==> src/rtl/binary_multiplier_pkg.sv <==
// Shared widths, default pipeline depth and the product record carried down the pipeline.
package binary_multiplier_pkg;

    localparam int OPERAND_W       = 2;
    localparam int PRODUCT_W       = 4;
    localparam int PIPE_STAGES_DEF = 1;

    typedef struct packed {
        logic                 valid;
        logic [PRODUCT_W-1:0] p;
    } product_t;

    function automatic logic is_zero(input logic [PRODUCT_W-1:0] p);
        return (p == {PRODUCT_W{1'b0}});
    endfunction

endpackage

==> src/rtl/binary_multiplier_if.sv <==
// Operand/product bundle of the 2x2 multiplier; zero exists only with BINARY_MULTIPLIER_ZERO_FLAG_EN.
interface binary_multiplier_if;

    logic in_valid;
    logic a0;
    logic a1;
    logic b0;
    logic b1;
    logic out_valid;
    logic x0;
    logic x1;
    logic x2;
    logic x3;
`ifdef BINARY_MULTIPLIER_ZERO_FLAG_EN
    logic zero;

    modport master (output in_valid, a0, a1, b0, b1,
                    input  out_valid, x0, x1, x2, x3, zero);
    modport slave  (input  in_valid, a0, a1, b0, b1,
                    output out_valid, x0, x1, x2, x3, zero);
`else
    modport master (output in_valid, a0, a1, b0, b1,
                    input  out_valid, x0, x1, x2, x3);
    modport slave  (input  in_valid, a0, a1, b0, b1,
                    output out_valid, x0, x1, x2, x3);
`endif

endinterface

==> src/rtl/binary_multiplier_half_adder.sv <==
// Single-bit half adder used to fold the partial products of the 2x2 multiplier.
module half_adder (
    input  logic a,
    input  logic b,
    output logic sum,
    output logic carry
);

    assign sum   = a ^ b;
    assign carry = a & b;

endmodule

==> src/rtl/binary_multiplier.sv <==
// Pipelined gate-level 2x2 unsigned multiplier; optional zero flag under BINARY_MULTIPLIER_ZERO_FLAG_EN.
module binary_multiplier
    import binary_multiplier_pkg::*;
#(
    parameter int PIPE_STAGES = PIPE_STAGES_DEF
) (
    input logic                clk,
    input logic                rst,
    binary_multiplier_if.slave bus
);

    // Only depths 1 and 2 are meaningful; anything larger collapses to 2.
    localparam int STAGES = (PIPE_STAGES >= 2) ? 2 : 1;

    logic pp_a1b0_s;
    logic pp_a0b1_s;
    logic pp_a1b1_s;
    logic p0_s;
    logic p1_s;
    logic c1_s;
    logic p2_s;
    logic p3_s;

    assign p0_s      = bus.a0 & bus.b0;
    assign pp_a1b0_s = bus.a1 & bus.b0;
    assign pp_a0b1_s = bus.a0 & bus.b1;
    assign pp_a1b1_s = bus.a1 & bus.b1;

    half_adder u_ha_lo (
        .a     (pp_a1b0_s),
        .b     (pp_a0b1_s),
        .sum   (p1_s),
        .carry (c1_s)
    );

    half_adder u_ha_hi (
        .a     (pp_a1b1_s),
        .b     (c1_s),
        .sum   (p2_s),
        .carry (p3_s)
    );

    product_t pipe_s [STAGES+1];

    assign pipe_s[0].valid = bus.in_valid;
    assign pipe_s[0].p     = {p3_s, p2_s, p1_s, p0_s};

    for (genvar g = 0; g < STAGES; g++) begin : g_stage
        product_t stage_q;
        product_t stage_d;

        // Valid always advances; data is captured only with a valid product so the output holds.
        always_comb begin
            stage_d       = stage_q;
            stage_d.valid = pipe_s[g].valid;
            if (pipe_s[g].valid) begin
                stage_d.p = pipe_s[g].p;
            end else begin
                stage_d.p = stage_q.p;
            end
        end

        // Stage register with asynchronous clear of data and valid.
        always_ff @(posedge clk or posedge rst) begin
            if (rst) begin
                stage_q <= '0;
            end else begin
                stage_q <= stage_d;
            end
        end

        assign pipe_s[g+1] = stage_q;
    end

    assign bus.out_valid = pipe_s[STAGES].valid;
    assign bus.x0        = pipe_s[STAGES].p[0];
    assign bus.x1        = pipe_s[STAGES].p[1];
    assign bus.x2        = pipe_s[STAGES].p[2];
    assign bus.x3        = pipe_s[STAGES].p[3];

`ifdef BINARY_MULTIPLIER_ZERO_FLAG_EN
    logic zero_q;

    // Zero flag is loaded alongside the final product stage and reads 1 out of reset.
    always_ff @(posedge clk or posedge rst) begin
        if (rst) begin
            zero_q <= 1'b1;
        end else if (pipe_s[STAGES-1].valid) begin
            zero_q <= is_zero(pipe_s[STAGES-1].p);
        end else begin
            zero_q <= zero_q;
        end
    end

    assign bus.zero = zero_q;
`endif

endmodule

==> src/flat_wrapper.sv <==
// flat-port wrapper written by rule: the top's interface ports become plain ports
module binary_multiplier_flat import binary_multiplier_pkg::*;
#(
    parameter int PIPE_STAGES = PIPE_STAGES_DEF
)
  (clk, rst, bus_in_valid, bus_a0, bus_a1, bus_b0, bus_b1, bus_out_valid, bus_x0, bus_x1, bus_x2, bus_x3);
  binary_multiplier_if bus_i ();
  input logic clk;
  input logic rst;
  input wire logic [$bits(bus_i.in_valid)-1:0] bus_in_valid;
  input wire logic [$bits(bus_i.a0)-1:0] bus_a0;
  input wire logic [$bits(bus_i.a1)-1:0] bus_a1;
  input wire logic [$bits(bus_i.b0)-1:0] bus_b0;
  input wire logic [$bits(bus_i.b1)-1:0] bus_b1;
  output wire logic [$bits(bus_i.out_valid)-1:0] bus_out_valid;
  output wire logic [$bits(bus_i.x0)-1:0] bus_x0;
  output wire logic [$bits(bus_i.x1)-1:0] bus_x1;
  output wire logic [$bits(bus_i.x2)-1:0] bus_x2;
  output wire logic [$bits(bus_i.x3)-1:0] bus_x3;
  assign bus_i.in_valid = bus_in_valid;
  assign bus_i.a0 = bus_a0;
  assign bus_i.a1 = bus_a1;
  assign bus_i.b0 = bus_b0;
  assign bus_i.b1 = bus_b1;
  assign bus_out_valid = bus_i.out_valid;
  assign bus_x0 = bus_i.x0;
  assign bus_x1 = bus_i.x1;
  assign bus_x2 = bus_i.x2;
  assign bus_x3 = bus_i.x3;
  binary_multiplier #(.PIPE_STAGES(PIPE_STAGES)) u_core (.clk(clk), .rst(rst), .bus(bus_i));
endmodule
==> config.mk <==
export PLATFORM = sky130hd
export DESIGN_NAME = binary_multiplier_flat
export DESIGN_NICKNAME = d
export VERILOG_FILES = /design/src/rtl/binary_multiplier_pkg.sv /design/src/rtl/binary_multiplier_if.sv /design/src/rtl/binary_multiplier_half_adder.sv /design/src/rtl/binary_multiplier.sv /design/src/flat_wrapper.sv
export SDC_FILE = /design/constraint.sdc
export NUM_CORES = 1
export LEC_CHECK = 0
export CAP_MARGIN = 0
export CORE_AREA = 2 2 39 41
export CTS_CLUSTER_DIAMETER = 30
export DETAILED_ROUTE_END_ITERATION = 10
export DIE_AREA = 0 0 41 43
export SLEW_MARGIN = 5
export SYNTH_ARGS = -nofsm -noshare
export SYNTH_HDL_FRONTEND = slang
export SYNTH_SLANG_ARGS = --single-unit
==> constraint.sdc <==
create_clock -name clk -period 1.56 [get_ports clk]
set_input_delay 0.234 -clock clk [delete_from_list [all_inputs] [get_ports clk]]
set_output_delay 0.234 -clock clk [all_outputs]
set_load 0.1 [all_outputs]
==> impl_metrics.json, run 1 <==
{
  "power.switching_uw": 159.1,
  "cts_max_path_buffers": 2,
  "postRouteAntennaNets": 0,
  "finalWorstSetupSlack_ps": 149.0,
  "drc": 0,
  "power_density_nw_per_um2": 1064,
  "slew_viol_final": 0,
  "pwr-share-comb_pct": 35.0,
  "worstRegToRegCells": 1,
  "clk_latency_ps": 240,
  "root_buffer": "clkbuf_4",
  "setup_viol": 0,
  "start_kind": "primary input",
  "crit_required_ps": 1680,
  "p_seq_share_pct": 33.0,
  "p_clk_share_pct": 32.1,
  "synth_top_flop_cell": "dfrtp_1",
  "r2r_slack_ps": 770,
  "die_area_sq_um": 1763,
  "synth_area_sq_um": 220.2,
  "numClockSinks": 5,
  "slew-limit-headroom_pct": 84.95,
  "cts_setup_buffers": 0,
  "vias": 185,
  "synth.largest_area_cell": "dfrtp_1",
  "synth_edf_count": 0,
  "die_y_um": 43,
  "grt-ovfl-total": 0,
  "pin_count": 12,
  "grt_pass1_wl_um": 717,
  "finalPower_uw": 462.0,
  "rsz0062_at_grt": "false",
  "synthArstFlopShare_pct": 100.0,
  "worst_pin_slew_ps": 225.0,
  "min_period_ps": 1411,
  "arrival_ps": 1540,
  "drtIter0Drc": 0,
  "crit_chain": "clkdlybuf4s50_1 > and2_1 > ha_1 > ha_1 > mux2_2",
  "fmax_ghz": 0.7087,
  "cts_buffers": 3,
  "p_leak_nw": 0.2037,
  "pre_cts_slack_ps": -102.9,
  "drive_gt1_share_pct": 36.36,
  "synthCells": 17,
  "crit_path_top_delay_cell": "clkdlybuf4s50_1",
  "critPathMaxStageDelay_ps": 430,
  "initial_core_util_pct": 15.91,
  "p_sw_share_pct": 34.43,
  "diodes": 0,
  "status": "finished, final reports clean",
  "hold_class": "primary input to async pin",
  "rows": 14,
  "dp.cells": 45,
  "core_sq_um": 1384,
  "endpoint": "u_core.bus.x2",
  "htreeDepth": 1,
  "antenna_found_initial": 0,
  "tns_ps": 0,
  "cap_violations": 0,
  "ir_drop_uv": 448.6,
  "synth_common_cells": "dfrtp_1 (5), and2_1 (3), mux2_2 (3)",
  "place_area_sq_um": 407.9,
  "synth.distinct_cells": 7,
  "finalWeightedCongestion": 0.7622,
  "avgViaCountPerCell": 3.776,
  "synth_nets": 26,
  "grt_pass1_vias": 161,
  "crit_start": "bus_a1",
  "wl_per_cell_um": 9.184,
  "avgSynthCellArea_sq_um": 12.95,
  "finClkSkew_ps": 0,
  "finalCritPeriodShare_pct": 90.45,
  "wl_um": 450,
  "die_x_um": 41,
  "ctsHoldBuffers": 0,
  "ys_seq_area_share_pct": 56.82,
  "cts_repair_resize_count": 0,
  "num-nets-final": 43,
  "path_clk_slew_ps": 40,
  "post-synth-top-area-fraction_pct": 56.82,
  "rr_startpoint": "u_core.bus.x1",
  "grt_usage_pct": 6.970,
  "p_int_uw": 302.9,
  "finish.instance_area_sq_um": 434.2,
  "yosys-top-cells-area": "dfrtp_1 (57%), mux2_2 (15%), ha_1 (11%)",
  "ys_ff_latch": 5,
  "grt_max_degree": 7,
  "worstSetupPathType": "primary input to register",
  "crit_top_cell": "ha_1",
  "synth.most_common_cell": "dfrtp_1",
  "hold_viol": 0,
  "finalNonFillerCells": 49,
  "synthToLayoutAreaGrowth_pct": 97.16,
  "io_buffers": 11,
  "rr_endpoint": "u_core.bus.x1",
  "fill_cells": 145,
  "dr.pass1.iters": 1,
  "crit_path_end_kind": "register",
  "cts_tree": "yes",
  "synth-warning-count": 0,
  "cp_max_fo": 2
}
## registers in the layout (all words and copies together) (netlist names)
| signal | cells |
|---|---|
| u_core.bus.out_valid | 1 |
| u_core.bus.x0 | 1 |
| u_core.bus.x1 | 1 |
| u_core.bus.x2 | 1 |
| u_core.bus.x3 | 1 |
## worst min-delay path by stage
stage	cells after the start	to	slack, ps
3_3_place_gp	2	u_core.bus.out_valid	450
3_5_place_dp	2	u_core.bus.x3	460
2_1_floorplan	1	u_core.bus.out_valid	10
5_1_grt	2	u_core.bus.x3	230
4_1_cts	2	u_core.bus.x2	210
6_report	2	u_core.bus.x2	210
## per-layer routing
metal	share of wire, %	global-route usage [%]	vias to the layer above
met4	4.0	6.000	0
li1	-	-	89
met2	34	7.187	14
met5	0	0	-
met3	12	6.283	4
met1	49	8.197	78
## worst max-delay path: cells and delay by family
family	cells	cell delay, ps
adders and majority gates	2	450
buffers and inverters	1	430
muxes	1	260
and+or+nand+nor	1	160
## power by group through the flow
| stage | Combinational (mW) | Clock (mW) | Sequential, mW |
|---|---|---|---|
| global route | 0.168 | 0.166 | 0.153 |
| detailed placement | 0.163 | 0 | 0.154 |
| floorplan | 0.0162 | 0 | 0.225 |
| CTS | 0.163 | 0.153 | 0.152 |
| finish | 0.162 | 0.148 | 0.152 |
| global placement | 0.162 | 0 | 0.154 |
## cells by family after synthesis
logic type | after synthesis | share of synthesized area, %
AOI/OAI and AO/OA | 1 | 2.271
adders and majority gates | 2 | 11.36
buffers and inverters | 2 | 3.410
DFF | 5 | 56.82
muxes | 3 | 15.34
and+or+nand+nor | 4 | 10.79
## cells in the final DEF (no fill, tap or decap)
| cell | instances |
|---|---|
| and2_1 | 3 |
| buf_12 | 5 |
| buf_4 | 1 |
| clkbuf_1 | 1 |
| clkbuf_4 | 3 |
| clkdlybuf4s50_1 | 6 |
| dfrtp_1 | 5 |
| ha_1 | 2 |
| inv_1 | 2 |
| mux2_2 | 3 |
| nand3_1 | 1 |
| o21ai_0 | 1 |
## cell type report
| cell class | instances | area, sq um | area share, % |
|---|---|---|---|
| Clock buffer | 4 | 26.28 | 6.052 |
| Inverter | 2 | 7.507 | 1.729 |
| Multi-Input combinational cell | 10 | 87.58 | 20.17 |
| Sequential cell | 5 | 125.1 | 28.82 |
| Tap cell | 16 | 20.02 | 4.611 |
| Timing Repair Buffer | 12 | 167.7 | 38.62 |
## metrics by stage
step	hold slack, ps	util (%)
2_1_floorplan	12.52	-
6_report	208.1	31.37
4_1_cts	214.9	31.37
3_3_place_gp	447.6	29.48
3_5_place_dp	464.9	29.48
5_1_grt	227.2	31.37
(Power assumes the default switching activity.)
==> run 2, diff against run 1 <==
--- a/config.mk
+++ b/config.mk
@@ -10,6 +10,7 @@
 export CTS_CLUSTER_DIAMETER = 30
 export DETAILED_ROUTE_END_ITERATION = 10
 export DIE_AREA = 0 0 41 43
+export PLACE_DENSITY = 0.46
 export SLEW_MARGIN = 5
 export SYNTH_ARGS = -nofsm -noshare
 export SYNTH_HDL_FRONTEND = slang
==> run 2 against run 1 <==
Compared with the run above:
- design area shrank 1.7%
- routed wire length fell by 5.6%
- global-route usage shrank 0.30 points
- total power is 0.38% lower
- die area is the same
- register-to-register slack hardly changed
- combinational power about the same
- critical path depth stayed put
- first-iteration DRC count is the same
- highest routed layer is now met3
==> impl_metrics.json, run 2 (synthesis results as in run 1) <==
{
  "root_buffer": "clkbuf_4",
  "crit_top_cell": "ha_1",
  "regArea_sq_um": 125.1,
  "crit_path_end_kind": "register",
  "rsz0062_at_grt": "false",
  "fill_cells": 143,
  "die_x_um": 41,
  "hold_class": "primary input to async pin",
  "io_buffers": 11,
  "place_area_sq_um": 400.4,
  "worst_pin_slew_ps": 229.0,
  "crit_path_top_delay_cell": "clkdlybuf4s50_1",
  "finalWeightedCongestion": 0.6092,
  "avgViaCountPerCell": 3.458,
  "cts_max_path_buffers": 2,
  "cp_max_fo": 2,
  "finalPower_uw": 460.3,
  "grt_usage_pct": 6.673,
  "drc": 0,
  "postRouteAntennaNets": 0,
  "critPathMaxStageDelay_ps": 420,
  "htreeDepth": 1,
  "dr.pass1.iters": 1,
  "crit_required_ps": 1680,
  "initial_core_util_pct": 15.91,
  "slew_viol_final": 0,
  "wl_um": 425,
  "setup_viol": 0,
  "finalWorstSetupSlack_ps": 151.9,
  "drtIter0Drc": 0,
  "power_density_nw_per_um2": 1079,
  "diodes": 0,
  "slew-limit-headroom_pct": 84.69,
  "core_sq_um": 1384,
  "antenna_found_initial": 0,
  "dp.cells": 44,
  "pre_cts_slack_ps": -95.67,
  "numClockSinks": 5,
  "clk_latency_ps": 240,
  "layout_common_cells": "clkdlybuf4s50_1 (6), buf_12 (5), dfrtp_1 (5)",
  "worst_hold_slack_ps": 183.6,
  "cts_tree": "yes",
  "vias": 166,
  "num-nets-final": 42,
  "finalNonFillerCells": 48,
  "fmax_ghz": 0.7102,
  "min_period_ps": 1408,
  "ctsHoldBuffers": 0,
  "pin_count": 12,
  "drive_gt1_share_pct": 34.38,
  "start_kind": "primary input",
  "wl_per_cell_um": 8.854,
  "cts_repair_resize_count": 0,
  "cts_buffers": 3,
  "crit_chain": "clkdlybuf4s50_1 > and2_1 > ha_1 > ha_1 > mux2_2",
  "cts_setup_buffers": 0,
  "rows": 14,
  "ir_drop_uv": 527.5,
  "die_area_sq_um": 1763,
  "finalCritPeriodShare_pct": 90.26,
  "worstSetupPathType": "primary input to register",
  "tns_ps": 0,
  "grt-ovfl-total": 0,
  "multi_input_area_sq_um": 87.58,
  "hold_viol": 0,
  "finish.instance_area_sq_um": 426.7,
  "grt_pass1_wl_um": 717,
  "synthToLayoutAreaGrowth_pct": 93.75,
  "cap_violations": 0,
  "final_common_cell": "clkdlybuf4s50_1",
  "grt_max_degree": 7,
  "fin_util_pct": 30.83,
  "status": "finished, final reports clean",
  "p_leak_nw": 0.1988,
  "path_clk_slew_ps": 50,
  "arrival_ps": 1530,
  "die_y_um": 43,
  "grt_pass1_vias": 178,
  "finClkSkew_ps": 0
}
run 2: worst paths after layout:
path	startpoint	end	slack [ps]	depth (start not counted)
worst max-delay path	bus_b0	u_core.bus.x2	150	5
worst min-delay path	rst	u_core.bus.out_valid	180	2
worst max register to register	u_core.bus.x1	u_core.bus.x1	770	1
worst min register to register	u_core.bus.x3	u_core.bus.x3	570	1
max in group asynchronous	rst	u_core.bus.x2	1200	2
min in group clk	u_core.bus.x3	u_core.bus.x3	570	1
run 2: power by group:
group | switching [mW] | internal (mW)
Combinational | 0.0961 | 0.0640
Clock | 0.0519 | 0.0967
Sequential | 0.0108 | 0.141
run 2: layer usage:
metal,vias to the layer above,share of wire (%),wire (um),global-route usage (%)
met3,0,17,72,5.759
met4,0,0,0,6.000
li1,87,-,-,-
met1,68,49,210,8.882
met2,11,33,141,5.938
met5,-,0,0,0
run 2: cell type report:
class | instances | share of cell area, %
Clock buffer | 4 | 6.158
Inverter | 2 | 1.760
Multi-Input combinational cell | 10 | 20.53
Sequential cell | 5 | 29.33
Tap cell | 16 | 4.692
Timing Repair Buffer | 11 | 37.54
run 2: critical path: cells and delay by family:
kind / cells / cell delay (ps)
buffers and inverters: 1 / 420
AND/OR/NAND/NOR: 1 / 170
adder cells (fa/ha/maj): 2 / 450
multiplexers: 1 / 260
